## src/rtl/mc_cpu_pkg.sv

```systemverilog
// Shared definitions for the mc_cpu multi-cycle processor: opcodes, FSM states,
// ALU function codes and the instruction-class decoder.
package mc_cpu_pkg;

  localparam logic [6:0] OP_MOVA = 7'b0000000;
  localparam logic [6:0] OP_INC  = 7'b0000001;
  localparam logic [6:0] OP_ADD  = 7'b0000010;
  localparam logic [6:0] OP_SUB  = 7'b0000101;
  localparam logic [6:0] OP_DEC  = 7'b0000110;
  localparam logic [6:0] OP_AND  = 7'b0001000;
  localparam logic [6:0] OP_OR   = 7'b0001001;
  localparam logic [6:0] OP_XOR  = 7'b0001010;
  localparam logic [6:0] OP_NOT  = 7'b0001011;
  localparam logic [6:0] OP_MOVB = 7'b0001100;
  localparam logic [6:0] OP_SHR  = 7'b0001101;
  localparam logic [6:0] OP_SHL  = 7'b0001110;
  localparam logic [6:0] OP_LDI  = 7'b1001100;
  localparam logic [6:0] OP_ADI  = 7'b1000010;
  localparam logic [6:0] OP_BRZ  = 7'b1100000;
  localparam logic [6:0] OP_BRN  = 7'b1100001;
  localparam logic [6:0] OP_JMP  = 7'b1110000;
  localparam logic [6:0] OP_LD   = 7'b0010000;
  localparam logic [6:0] OP_ST   = 7'b0100000;
  localparam logic [6:0] OP_HALT = 7'b1111111;

  typedef enum logic [1:0] {FETCH, EXEC, MEM, HALT} state_e;

  typedef enum logic [3:0] {
    ALU_MOVA, ALU_INC, ALU_ADD, ALU_SUB, ALU_DEC, ALU_AND,
    ALU_OR, ALU_XOR, ALU_NOT, ALU_MOVB, ALU_SHR, ALU_SHL
  } alu_fn_e;

  typedef enum logic [2:0] {
    CL_NOP, CL_ALU, CL_BRZ, CL_BRN, CL_JMP, CL_MEM, CL_HALT
  } op_class_e;

  typedef struct packed {
    op_class_e cls;
    alu_fn_e   fn;
    logic      use_imm;
  } dec_t;

  // LDI and ADI reuse MOVB/ADD with the zero-extended immediate on the B input.
  function automatic dec_t decode(input logic [6:0] op);
    dec_t d;
    d.cls     = CL_ALU;
    d.fn      = ALU_MOVA;
    d.use_imm = 1'b0;
    case (op)
      OP_MOVA: d.fn = ALU_MOVA;
      OP_INC:  d.fn = ALU_INC;
      OP_ADD:  d.fn = ALU_ADD;
      OP_SUB:  d.fn = ALU_SUB;
      OP_DEC:  d.fn = ALU_DEC;
      OP_AND:  d.fn = ALU_AND;
      OP_OR:   d.fn = ALU_OR;
      OP_XOR:  d.fn = ALU_XOR;
      OP_NOT:  d.fn = ALU_NOT;
      OP_MOVB: d.fn = ALU_MOVB;
      OP_SHR:  d.fn = ALU_SHR;
      OP_SHL:  d.fn = ALU_SHL;
      OP_LDI:  begin d.fn = ALU_MOVB; d.use_imm = 1'b1; end
      OP_ADI:  begin d.fn = ALU_ADD;  d.use_imm = 1'b1; end
      OP_BRZ:  d.cls = CL_BRZ;
      OP_BRN:  d.cls = CL_BRN;
      OP_JMP:  d.cls = CL_JMP;
      OP_LD,
      OP_ST:   d.cls = CL_MEM;
      OP_HALT: d.cls = CL_HALT;
      default: d.cls = CL_NOP;
    endcase
    return d;
  endfunction

endpackage

```

## src/rtl/mc_cpu_if.sv

```systemverilog
// Data-memory request/response bus between mc_cpu (master) and memory (slave).
interface mc_cpu_if #(
  parameter int DW  = 8,
  parameter int PCW = 8
);
  logic           mem_req;
  logic           mem_we;
  logic [PCW-1:0] mem_addr;
  logic [DW-1:0]  data_out;
  logic [DW-1:0]  data_in;
  logic           mem_ready;

  modport master (
    output mem_req, mem_we, mem_addr, data_out,
    input  data_in, mem_ready
  );

  modport slave (
    input  mem_req, mem_we, mem_addr, data_out,
    output data_in, mem_ready
  );
endinterface

```

## src/rtl/mc_cpu_alu.sv

```systemverilog
// Combinational ALU for mc_cpu; all arithmetic wraps modulo 2^DW.
module mc_cpu_alu
  import mc_cpu_pkg::*;
#(
  parameter int DW = 8
) (
  input  alu_fn_e       fn,
  input  logic [DW-1:0] a,
  input  logic [DW-1:0] b,
  output logic [DW-1:0] y
);

  always_comb begin
    y = '0;
    case (fn)
      ALU_MOVA: y = a;
      ALU_INC:  y = a + DW'(1);
      ALU_ADD:  y = a + b;
      ALU_SUB:  y = a - b;
      ALU_DEC:  y = a - DW'(1);
      ALU_AND:  y = a & b;
      ALU_OR:   y = a | b;
      ALU_XOR:  y = a ^ b;
      ALU_NOT:  y = ~a;
      ALU_MOVB: y = b;
      ALU_SHR:  y = b >> 1;
      ALU_SHL:  y = b << 1;
      default:  y = '0;
    endcase
  end

endmodule

```

## src/rtl/mc_cpu.sv

```systemverilog
// Multi-cycle accumulator-less CPU: FETCH/EXEC/MEM/HALT FSM, 8-entry register
// file, PC logic and a stall-until-ready data-memory port.
module mc_cpu
  import mc_cpu_pkg::*;
#(
  parameter int DW  = 8,
  parameter int PCW = 8
) (
  input  logic           clk,
  input  logic           reset,
  input  logic [15:0]    instr,
  output logic [PCW-1:0] pc,
  output logic           halted,
  input  logic [2:0]     dbg_sel,
  output logic [DW-1:0]  dbg_data,
  mc_cpu_if.master       bus
);

  state_e                state;
  logic [15:0]           ir;
  logic [DW-1:0]         rf [8];

  logic [6:0]            op;
  logic [2:0]            dr, sa, sb;
  dec_t                  dec;
  logic [DW-1:0]         ra, rb, imm, alu_b, alu_y;
  logic signed [5:0]     off6;
  logic signed [PCW-1:0] off_ext;
  logic [PCW-1:0]        pc_inc, pc_off, sa_addr;
  logic                  ra_zero, ra_neg;

  assign op      = ir[15:9];
  assign dr      = ir[8:6];
  assign sa      = ir[5:3];
  assign sb      = ir[2:0];
  assign dec     = decode(op);
  assign ra      = rf[sa];
  assign rb      = rf[sb];
  assign imm     = DW'(sb);
  assign alu_b   = dec.use_imm ? imm : rb;
  assign off6    = {dr, sb};
  assign off_ext = PCW'(off6);
  assign pc_inc  = pc + PCW'(1);
  assign pc_off  = pc + $unsigned(off_ext);
  assign ra_zero = (ra == '0);
  assign ra_neg  = ra[DW-1];

  assign dbg_data = rf[dbg_sel];

  // Register value used as an address: truncated or zero-extended to PCW.
  if (DW >= PCW) begin : g_addr_trunc
    assign sa_addr = ra[PCW-1:0];
  end else begin : g_addr_zext
    assign sa_addr = {{(PCW - DW){1'b0}}, ra};
  end

  mc_cpu_alu #(.DW(DW)) u_alu (
    .fn (dec.fn),
    .a  (ra),
    .b  (alu_b),
    .y  (alu_y)
  );

  always_ff @(posedge clk) begin
    if (reset) begin
      state       <= FETCH;
      pc          <= '0;
      ir          <= '0;
      halted      <= 1'b0;
      bus.mem_req <= 1'b0;
      bus.mem_we  <= 1'b0;
      for (int i = 0; i < 8; i++) rf[i] <= '0;
    end else begin
      case (state)
        FETCH: begin
          ir    <= instr;
          state <= EXEC;
        end
        EXEC: begin
          state <= FETCH;
          case (dec.cls)
            CL_ALU: begin
              rf[dr] <= alu_y;
              pc     <= pc_inc;
            end
            CL_BRZ:  pc <= ra_zero ? pc_off : pc_inc;
            CL_BRN:  pc <= ra_neg ? pc_off : pc_inc;
            CL_JMP:  pc <= sa_addr;
            CL_MEM: begin
              bus.mem_req  <= 1'b1;
              bus.mem_we   <= (op == OP_ST);
              bus.mem_addr <= sa_addr;
              bus.data_out <= rb;
              state        <= MEM;
            end
            CL_HALT: begin
              halted <= 1'b1;
              state  <= HALT;
            end
            default: pc <= pc_inc;
          endcase
        end
        // Request fields are frozen here; only the ready cycle retires the access.
        MEM: begin
          if (bus.mem_ready) begin
            if (!bus.mem_we) rf[dr] <= bus.data_in;
            pc          <= pc_inc;
            bus.mem_req <= 1'b0;
            bus.mem_we  <= 1'b0;
            state       <= FETCH;
          end
        end
        HALT:    state <= HALT;
        default: state <= FETCH;
      endcase
    end
  end

endmodule
```

## src/flat_wrapper.sv

```systemverilog
// flat-port wrapper written by rule: the top's interface ports become plain ports
module mc_cpu_flat import mc_cpu_pkg::*;
#(
  parameter int DW  = 8,
  parameter int PCW = 8
)
  (clk, reset, instr, pc, halted, dbg_sel, dbg_data, bus_mem_req, bus_mem_we, bus_mem_addr, bus_data_out, bus_data_in, bus_mem_ready);
  mc_cpu_if #(.DW(DW), .PCW(PCW)) bus_i ();
  input  logic clk;
  input  logic reset;
  input  logic [15:0] instr;
  output logic [PCW-1:0] pc;
  output logic halted;
  input  logic [2:0] dbg_sel;
  output logic [DW-1:0] dbg_data;
  output wire logic [$bits(bus_i.mem_req)-1:0] bus_mem_req;
  output wire logic [$bits(bus_i.mem_we)-1:0] bus_mem_we;
  output wire logic [$bits(bus_i.mem_addr)-1:0] bus_mem_addr;
  output wire logic [$bits(bus_i.data_out)-1:0] bus_data_out;
  input wire logic [$bits(bus_i.data_in)-1:0] bus_data_in;
  input wire logic [$bits(bus_i.mem_ready)-1:0] bus_mem_ready;
  assign bus_mem_req = bus_i.mem_req;
  assign bus_mem_we = bus_i.mem_we;
  assign bus_mem_addr = bus_i.mem_addr;
  assign bus_data_out = bus_i.data_out;
  assign bus_i.data_in = bus_data_in;
  assign bus_i.mem_ready = bus_mem_ready;
  mc_cpu #(.DW(DW), .PCW(PCW)) u_core (.clk(clk), .reset(reset), .instr(instr), .pc(pc), .halted(halted), .dbg_sel(dbg_sel), .dbg_data(dbg_data), .bus(bus_i));
endmodule
```

## config.mk

```make
export PLATFORM = sky130hd
export DESIGN_NAME = mc_cpu_flat
export DESIGN_NICKNAME = d
export VERILOG_FILES = /design/src/rtl/mc_cpu_pkg.sv /design/src/rtl/mc_cpu_if.sv /design/src/rtl/mc_cpu_alu.sv /design/src/rtl/mc_cpu.sv /design/src/flat_wrapper.sv
export SDC_FILE = /design/constraint.sdc
export NUM_CORES = 1
export LEC_CHECK = 0
export CAP_MARGIN = 5
export CORE_AREA = 5 5 131 133
export CTS_CLUSTER_DIAMETER = 200
export DETAILED_ROUTE_END_ITERATION = 16
export DIE_AREA = 0 0 136 138
export GPL_TIMING_DRIVEN = 0
export PLACE_DENSITY = 0.75
export SETUP_SLACK_MARGIN = 0.3
export SLEW_MARGIN = 30
export SYNTH_ARGS = -nofsm -noshare
export SYNTH_HDL_FRONTEND = slang
export SYNTH_HIERARCHICAL = 1
export SYNTH_SLANG_ARGS = --single-unit
```

## constraint.sdc

```tcl
create_clock -name clk -period 11 [get_ports clk]
set_clock_uncertainty 0.05 [all_clocks]
set_input_delay 2.2 -clock clk [delete_from_list [all_inputs] [get_ports clk]]
set_output_delay 2.2 -clock clk [all_outputs]
set_load 0.03 [all_outputs]
```

## After elaboration in Yosys (flattened, before gate mapping)

Memory sizes are Yosys's and may differ from the RTL's. A register that Yosys moved wholly into a read port is not among the register bits.
Cells that the tools add are included.

- Memories: 1
- Output and inout bits: 35
- Word-level logic and storage cells: 116
- Input bits: 30
- Memory bits (writable): 64
- Register bits after elaboration: 45

Memories:

| memory | depth | bits a word | rd ports | clocked after Yosys merged registers in | wr ports | line | text |
|---|---|---|---|---|---|---|---|
| u_core.rf | 8 | 8 | 3 | 2 | 8 | mc_cpu.sv:21 | `logic [DW-1:0] rf [8];` |

- Add/subtract/negate cells: 6
- Multiplexer cells: 37
- Bitwise gates (word level): 6
- Reductions and logical operators: 16
- Equal/unequal tests: 42

Operators with widths:

| kind | count |
|---|---|
| $pmux W8 S12 | 1 |
| $eq A7 B4 Y1 const B | 7 |
| $mux W8 | 6 |
| $pmux W4 S11 | 1 |
| $eq A7 B7 Y1 const B | 6 |
| $pmux W8 S4 | 1 |
| $pmux W3 S6 | 1 |
| $add A8 B1 Y8 const B | 2 |
| $add A8 B8 Y8 | 2 |
| $eq A4 B3 Y1 const B | 4 |
| $eq A4 B4 Y1 const B | 4 |
| $mux W1 | 16 |
| $pmux W8 S2 | 1 |
| $mux W3 | 5 |
| $eq A7 B3 Y1 const B | 2 |
| $reduce_or A14 Y1 | 1 |
| $reduce_or A2 Y1 | 5 |
| $eq A3 B3 Y1 const B | 3 |
| $reduce_and A3 Y1 | 3 |
| $and A8 B8 Y8 | 1 |
| $eq A4 B2 Y1 const B | 2 |
| $logic_not A8 Y1 | 1 |
| $not A8 Y8 | 1 |
| $or A8 B8 Y8 | 1 |
| 26 further kinds | 30 |

## Logic depth before layout (Yosys ltp)

Gate-level depths: netlist of the first run.

- Depth in word-level cells: 11
- Mapped depth: 22
- Gate-level depth less buffers: 20

## Cells and area by module

The synthesis of the first run kept the hierarchy.

Modules (own cells, without submodules):

| module | area each (um^2) | sequential area each (um^2) | times used | cells an instance |
|---|---|---|---|---|
| mc_cpu | 7168.1 | 3103.0 | 1 | 668 |
| mc_cpu_alu | 1457.6 | 0.0 | 1 | 206 |

## Worst setup path after synthesis of the first run

No wires, ideal clock.

- Path type: input -> output
- From: in dbg_sel[0]
- To: out dbg_data[0]
- Stages on the path: 4
- Arrival time: 4029 ps
- Buffers on the path: 2
- Data required time: 8750 ps
- Slack: 4721 ps
- Cells stage by stage: clkbuf_1 > buf_1 > mux4_2 > mux2_2

- Longest elaborated chain between the ends: 1

Ends and longest elaborated chain:

| item | line | text |
|---|---|---|
| from (decl) | flat_wrapper.sv:14 | `input logic [2:0] dbg_sel;` |
| $mem_v2 Z8 W8 | - |  |
| to (decl) | flat_wrapper.sv:15 | `output logic [DW-1:0] dbg_data;` |

Every way passes these cells.

## Worst setup path in the final report of the first run

- From: in dbg_sel[0]
- To: out dbg_data[2]

Same word-level chain as after synthesis.

==> results of run 1 <==
[final timing paths]
check | cells after the start | slack (ns) | start | end
max | 5 | 4.16 | dbg_sel[0] | dbg_data[2]
min | 2 | 0.41 | u_core/ir[5] | u_core/ir[5]
max reg2reg | 19 | 5.16 | flip-flop | u_core/rf[3][7]
min reg2reg | 2 | 0.41 | u_core/ir[5] | u_core/ir[5]
[layer usage]
metal	wire length, um	vias up	share of wire	track usage
li1	-	3501	-	-
met1	10500	3661	0.41	0.382
met2	11800	525	0.46	0.426
met3	2590	80	0.10	0.0559
met4	884	0	0.034	0.106
met5	0	-	0	0
[cells in the final DEF, fill, tap and decap left out, types with 5 or more instances in the layout]
master | synthesis | routed
a211oi_1 | 8 | 8
a21o_1 | 6 | 6
a21oi_1 | 51 | 51
a221oi_1 | 7 | 5
a22oi_1 | 7 | 7
a31oi_1 | 13 | 13
buf_1 | 8 | 7
buf_2 | 18 | 18
buf_4 | 6 | 9
buf_6 | 7 | 7
clkbuf_1 | 31 | 31
clkbuf_16 | 0 | 18
clkdlybuf4s50_1 | 0 | 61
dfxtp_1 | 35 | 35
edfxtp_1 | 80 | 80
ha_1 | 32 | 32
inv_1 | 29 | 29
mux2_2 | 28 | 28
mux2i_1 | 29 | 29
mux4_2 | 40 | 40
nand2_1 | 86 | 86
nand2b_1 | 10 | 10
nand3_1 | 20 | 20
nor2_1 | 43 | 43
nor2b_1 | 13 | 13
nor3_1 | 83 | 83
nor3b_1 | 7 | 6
o21ai_0 | 41 | 32
o21ai_1 | 2 | 10
o22ai_1 | 8 | 8
o31ai_1 | 6 | 6
or3_1 | 6 | 6
xnor2_1 | 18 | 18
xor2_1 | 9 | 9
[flip-flops by register name, summed over array words and instances, names as in the netlist, named ones only]
signal,cells
u_core/bus.mem_req,1
u_core/state,2
u_core/rf,64
u_core/pc,8
u_core/bus.mem_addr,8
u_core/bus.data_out,8
u_core/ir,16
u_core/halted,1
u_core/bus.mem_we,1
[area by class of cell]
cell class	count	area [sq um]	share of cell area
Tap cell	216	270	0.0267
Clock buffer	19	464	0.0458
Buffer	72	385	0.0380
Sequential cell	115	3100	0.306
Timing Repair Buffer	64	633	0.0625
Multi-Input combinational cell	657	5050	0.499
Clock inverter	13	110	0.0109
Inverter	30	113	0.0111
[kinds of logic (layout without fill, tap and decap cells)]
group,after synthesis,count (layout),synth area share
muxes,97,97,0.175
buffers and inverters,102,198,0.0576
adders and majority gates,35,35,0.0522
and+or+nand+nor,306,306,0.184
DFF,115,115,0.360
AOI/OAI and AO/OA,192,192,0.145
xor gates and xnor gates,27,27,0.0274
[through the flow]
stage                     hold WS (ns)   util
after floorplan                  0.386      -
after global placement           0.399  0.605
after detailed placement         0.405  0.608
after CTS                        0.415  0.645
after global routing             0.443  0.645
final                            0.413  0.645
[power by group]
group	internal [mW]	leakage [nW]	switching [mW]
sequential	0.487	1.10	0.0219
combinational	0.182	2.26	0.298
clock	0.314	0.285	0.226
total	0.983	3.64	0.546
[worst max-delay path, cell delays in order]
cell             delay (ns)
clkbuf_1               0.44
clkbuf_2               0.47
mux4_2                 0.58
mux2_2                 0.29
clkdlybuf4s50_1        0.60
==> out/qor.yml, run 1 <==
path_clk_slew_ns: 0.06
placed_cells: 1154
dieWidth_um: 136
fmax_ghz: 0.146
ys_async_sr_fraction: 0
fillCellCount: 1309
wl_per_cell_um: 21.8
rsz0062_at_grt: "no"
peakVddDrop_v: 0.000124
synth_area_sq_um: 8630
synth.most_common_cell: "nand2_1"
vias_per_cell: 6.55
end_kind: "primary output"
instances_no_fill: 1186
firstDrtPassIters: 6
numCtsBuffers: 17
maxCapViolations: 0
crit_required_ns: 8.75
overflow: 0
place.port_buffers: 61
top_level_ports: 65
area_growth_pct: 17.5
cts.repair.resized: 0
synthesis.nets: 938
core-area_sq_um: 15700
yosysWarnings: 6
final_area_sq_um: 10100
start_util: 0.549
report.final.slew_viol_count: 0
hpwl_um: 19300
grt_max_degree: 17
vias: 7767
cts_setup_buffers: 0
clock_sinks: 115
clk_latency_ns: 0.43
synth_seq_area_share: 0.360
synthTopCellsByCount: "nand2_1 (86), nor3_1 (83), edfxtp_1 (80)"
synth-seq-cells: 115
finalWirelength_um: 25800
syn_avg_cell_area_sq_um: 9.87
synth_top_area_cell: "edfxtp_1"
num_rows: 46
run_status: "complete, no violations"
drtIter0Drc: 1138
finalSetupViolCount: 0
layout.nets: 1021
worstMarginPinSlew_ns: 0.996
diodes: 0
cts_buffer_depth: 2
worst_slack_ns: 4.16
grt_pass1_wl_um: 40400
drive_gt1_frac: 0.160
setup_tns_ns: 0
synth_cells: 874
drc_errors: 0
drtAntennaViolNets: 0
finalCritPeriodShare: 0.622
post_dp_cell_area_sq_um: 9550
grt_usage: 0.275
hold_class: "flip-flop to flip-flop"
startpoint_type: "input port"
critical_path_class: "input port to primary output"
synth-edff-count: 80
hold_buffers: 0
die_height_um: 138
cts_tree: "yes"
h-tree-depth: 4
p_leak_nw: 3.64
p_total_mw: 1.53
antenna_found_initial: 0
cp.arrival_ns: 4.59
gp_congestion: 0.963
hold_viol: 0
worstPathMaxFanout: 10
yosysTopAreaCellShare: 0.279
synth.top_cells.by_area: "edfxtp_1 (28%), mux4_2 (10%), dfxtp_1 (8.1%)"
period_minus_slack_ns: 6.84
synth_cell_types: 78
synth_ff_type: "edfxtp_1"
clock-root-buffer: "clkbuf_16"
die-area_sq_um: 18800
pre_cts_slack_ns: 3.79
grt_pass1_vias: 7292
power_density_nw_per_um2: 151
relSlewSlack: 0.331
Note: power is estimated with default switching activity, not from simulation.
==> run 2, diff against run 1 <==
clock period = 6.7 ns   (was 11 ns; I/O delays follow)
==> results of run 2 <==
The final DEF is identical to that of run 1. Status: complete, no violations.
Main changes from that run: setup slack after placement 3.79 ns -> 0.959 ns; setup slack after layout 4.16 ns -> 0.863 ns; end point of the critical path dbg_data[2] -> u_core/rf[3][7]; register-to-register setup slack 5.16 ns -> 0.86 ns; total power 1.53 mW -> 2.51 mW; worst IR drop on VDD 0.000124 V -> 0.000203 V
==> run 3, diff against run 2 <==
CORE_AREA = 5 5 132 134   (was 5 5 131 133)
DIE_AREA = 0 0 137 139   (was 0 0 136 138)
PLACE_DENSITY = 0.74   (was 0.75)
==> run 3 against run 2 <==
  * First-iteration DRC count increased by 8.6%
  * Flip-flop and latch count unchanged
  * Setup slack worse by 0.033 ns
  * Largest cell class unchanged
  * Largest power group is now registers
==> out/qor.yml, run 3 (synthesis gave the netlist of run 1 again) <==
run_status: "complete, no violations"
end_kind: "flip-flop"
diodes: 0
firstDrtPassIters: 6
cp.arrival_ns: 6.00
hpwl_um: 20000
area_growth_pct: 17.1
peakVddDrop_v: 0.000187
core-area_sq_um: 16200
finalWirelength_um: 26800
grt_pass1_wl_um: 41900
maxCapViolations: 0
hold_buffers: 0
grt_usage: 0.286
hold_viol: 0
p_int_mw: 1.57
clock-root-buffer: "clkbuf_16"
pwr-share-seq: 0.340
p_sw_frac: 0.361
p_switching_mw: 0.888
wl_per_cell_um: 22.5
cts_setup_buffers: 0
fillCellCount: 1354
relSlewSlack: 0.310
cts.repair.resized: 0
clock_sinks: 115
h-tree-depth: 4
die_height_um: 139
drive_gt1_frac: 0.157
vias: 7813
gp_congestion: 1.05
num_rows: 47
fmax_ghz: 0.170
worstMarginPinSlew_ns: 1.01
p_leak_nw: 3.60
report.final.slew_viol_count: 0
clk_latency_ns: 0.42
path_clk_slew_ns: 0.06
layout_common_cells: "nand2_1 (86), nor3_1 (82), edfxtp_1 (80), clkdlybuf4s50_1 (61), a21oi_1 (51)"
regMostFlops: "u_core/rf"
antenna_found_initial: 0
grt_max_degree: 17
drtIter0Drc: 1236
whs_ns: 0.409
grt_pass1_vias: 7299
register_area_sq_um: 3100
pwr-share-clk: 0.337
critical_path_class: "flip-flop to flip-flop"
power_density_nw_per_um2: 244
combPwrFrac: 0.323
top_level_ports: 65
place.port_buffers: 61
start_util: 0.533
largest_reg_flops: 64
finalSetupViolCount: 0
period_minus_slack_ns: 5.87
p_total_mw: 2.46
startpoint_type: "flip-flop"
rsz0062_at_grt: "no"
crit_required_ns: 6.83
drc_errors: 0
overflow: 0
dieWidth_um: 137
worstPathMaxFanout: 10
numCtsBuffers: 17
top_regs: "u_core/rf (64), u_core/ir (16)"
multi_input_area_sq_um: 5060
vias_per_cell: 6.57
final_common_cell: "nand2_1"
cts_buffer_depth: 2
finalCritPeriodShare: 0.876
hold_class: "flip-flop to flip-flop"
cts_tree: "yes"
die-area_sq_um: 19000
setup_tns_ns: 0
layout.nets: 1021
drtAntennaViolNets: 0
-- run 3: power by group through the flow --
stage                     Sequential [mW]  Clock [mW]  Combinational, mW
after floorplan                     0.846           0              0.532
after global placement              0.849           0              0.759
after detailed placement            0.850           0              0.769
after CTS                           0.836       0.837              0.774
after global routing                0.840       0.870              0.852
final                               0.837       0.828              0.796
-- run 3: final cells by class --
| type | count | share of cell area |
|---|---|---|
| inverter | 30 | 0.0111 |
| multi-input combinational | 657 | 0.501 |
| clock inverter | 14 | 0.0104 |
| timing repair buffer | 64 | 0.0627 |
| tap | 220 | 0.0272 |
| clock buffer | 18 | 0.0425 |
| sequential | 115 | 0.307 |
| buffer | 72 | 0.0381 |
-- run 3: metrics by stage --
| step | cells | worst slack, ns | util | instance area [sq um] |
|---|---|---|---|---|
| after detailed placement | 1158 | 0.960 | 0.591 | 9560 |
| after floorplan | 874 | 2.14 | - | 8630 |
| after global routing | 1190 | 0.542 | 0.625 | 10100 |
| after global placement | 1155 | 0.989 | 0.588 | 9510 |
| final | 1190 | 0.830 | 0.625 | 10100 |
| after CTS | 1190 | 0.912 | 0.624 | 10100 |
-- run 3: critical path, cell delays in order (launching register included) --
cell	delay (ns)
dfxtp_1	0.30
clkbuf_1	0.52
buf_2	0.47
mux4_2	0.55
mux2i_1	0.33
nor2_1	0.14
buf_6	0.18
nor4_4	0.38
nand2_1	0.09
a31oi_1	0.18
o32a_1	0.17
nor2_1	0.05
ha_1	0.35
a21o_1	0.19
a21oi_1	0.13
o21ai_0	0.18
xnor2_1	0.21
o22ai_1	0.19
mux2i_1	0.66
and4bb_1	0.29
-- run 3: routing by layer --
layer  track usage  wire length [um]  vias up
met5             0                 0        -
met4         0.123               992        0
met3        0.0537              2490       86
met2         0.418             12000      489
met1         0.417             11300     3742
li1              -                 -     3496
-- run 3: worst paths after layout --
check	startpoint	endpoint	slack (ns)	depth (start not counted)
worst max-delay path	flip-flop	u_core/rf[3][7]	0.83	19
worst min-delay path	u_core/ir[5]	u_core/ir[5]	0.41	2
worst max register to register	flip-flop	u_core/rf[3][7]	0.83	19
worst min register to register	u_core/ir[5]	u_core/ir[5]	0.41	2
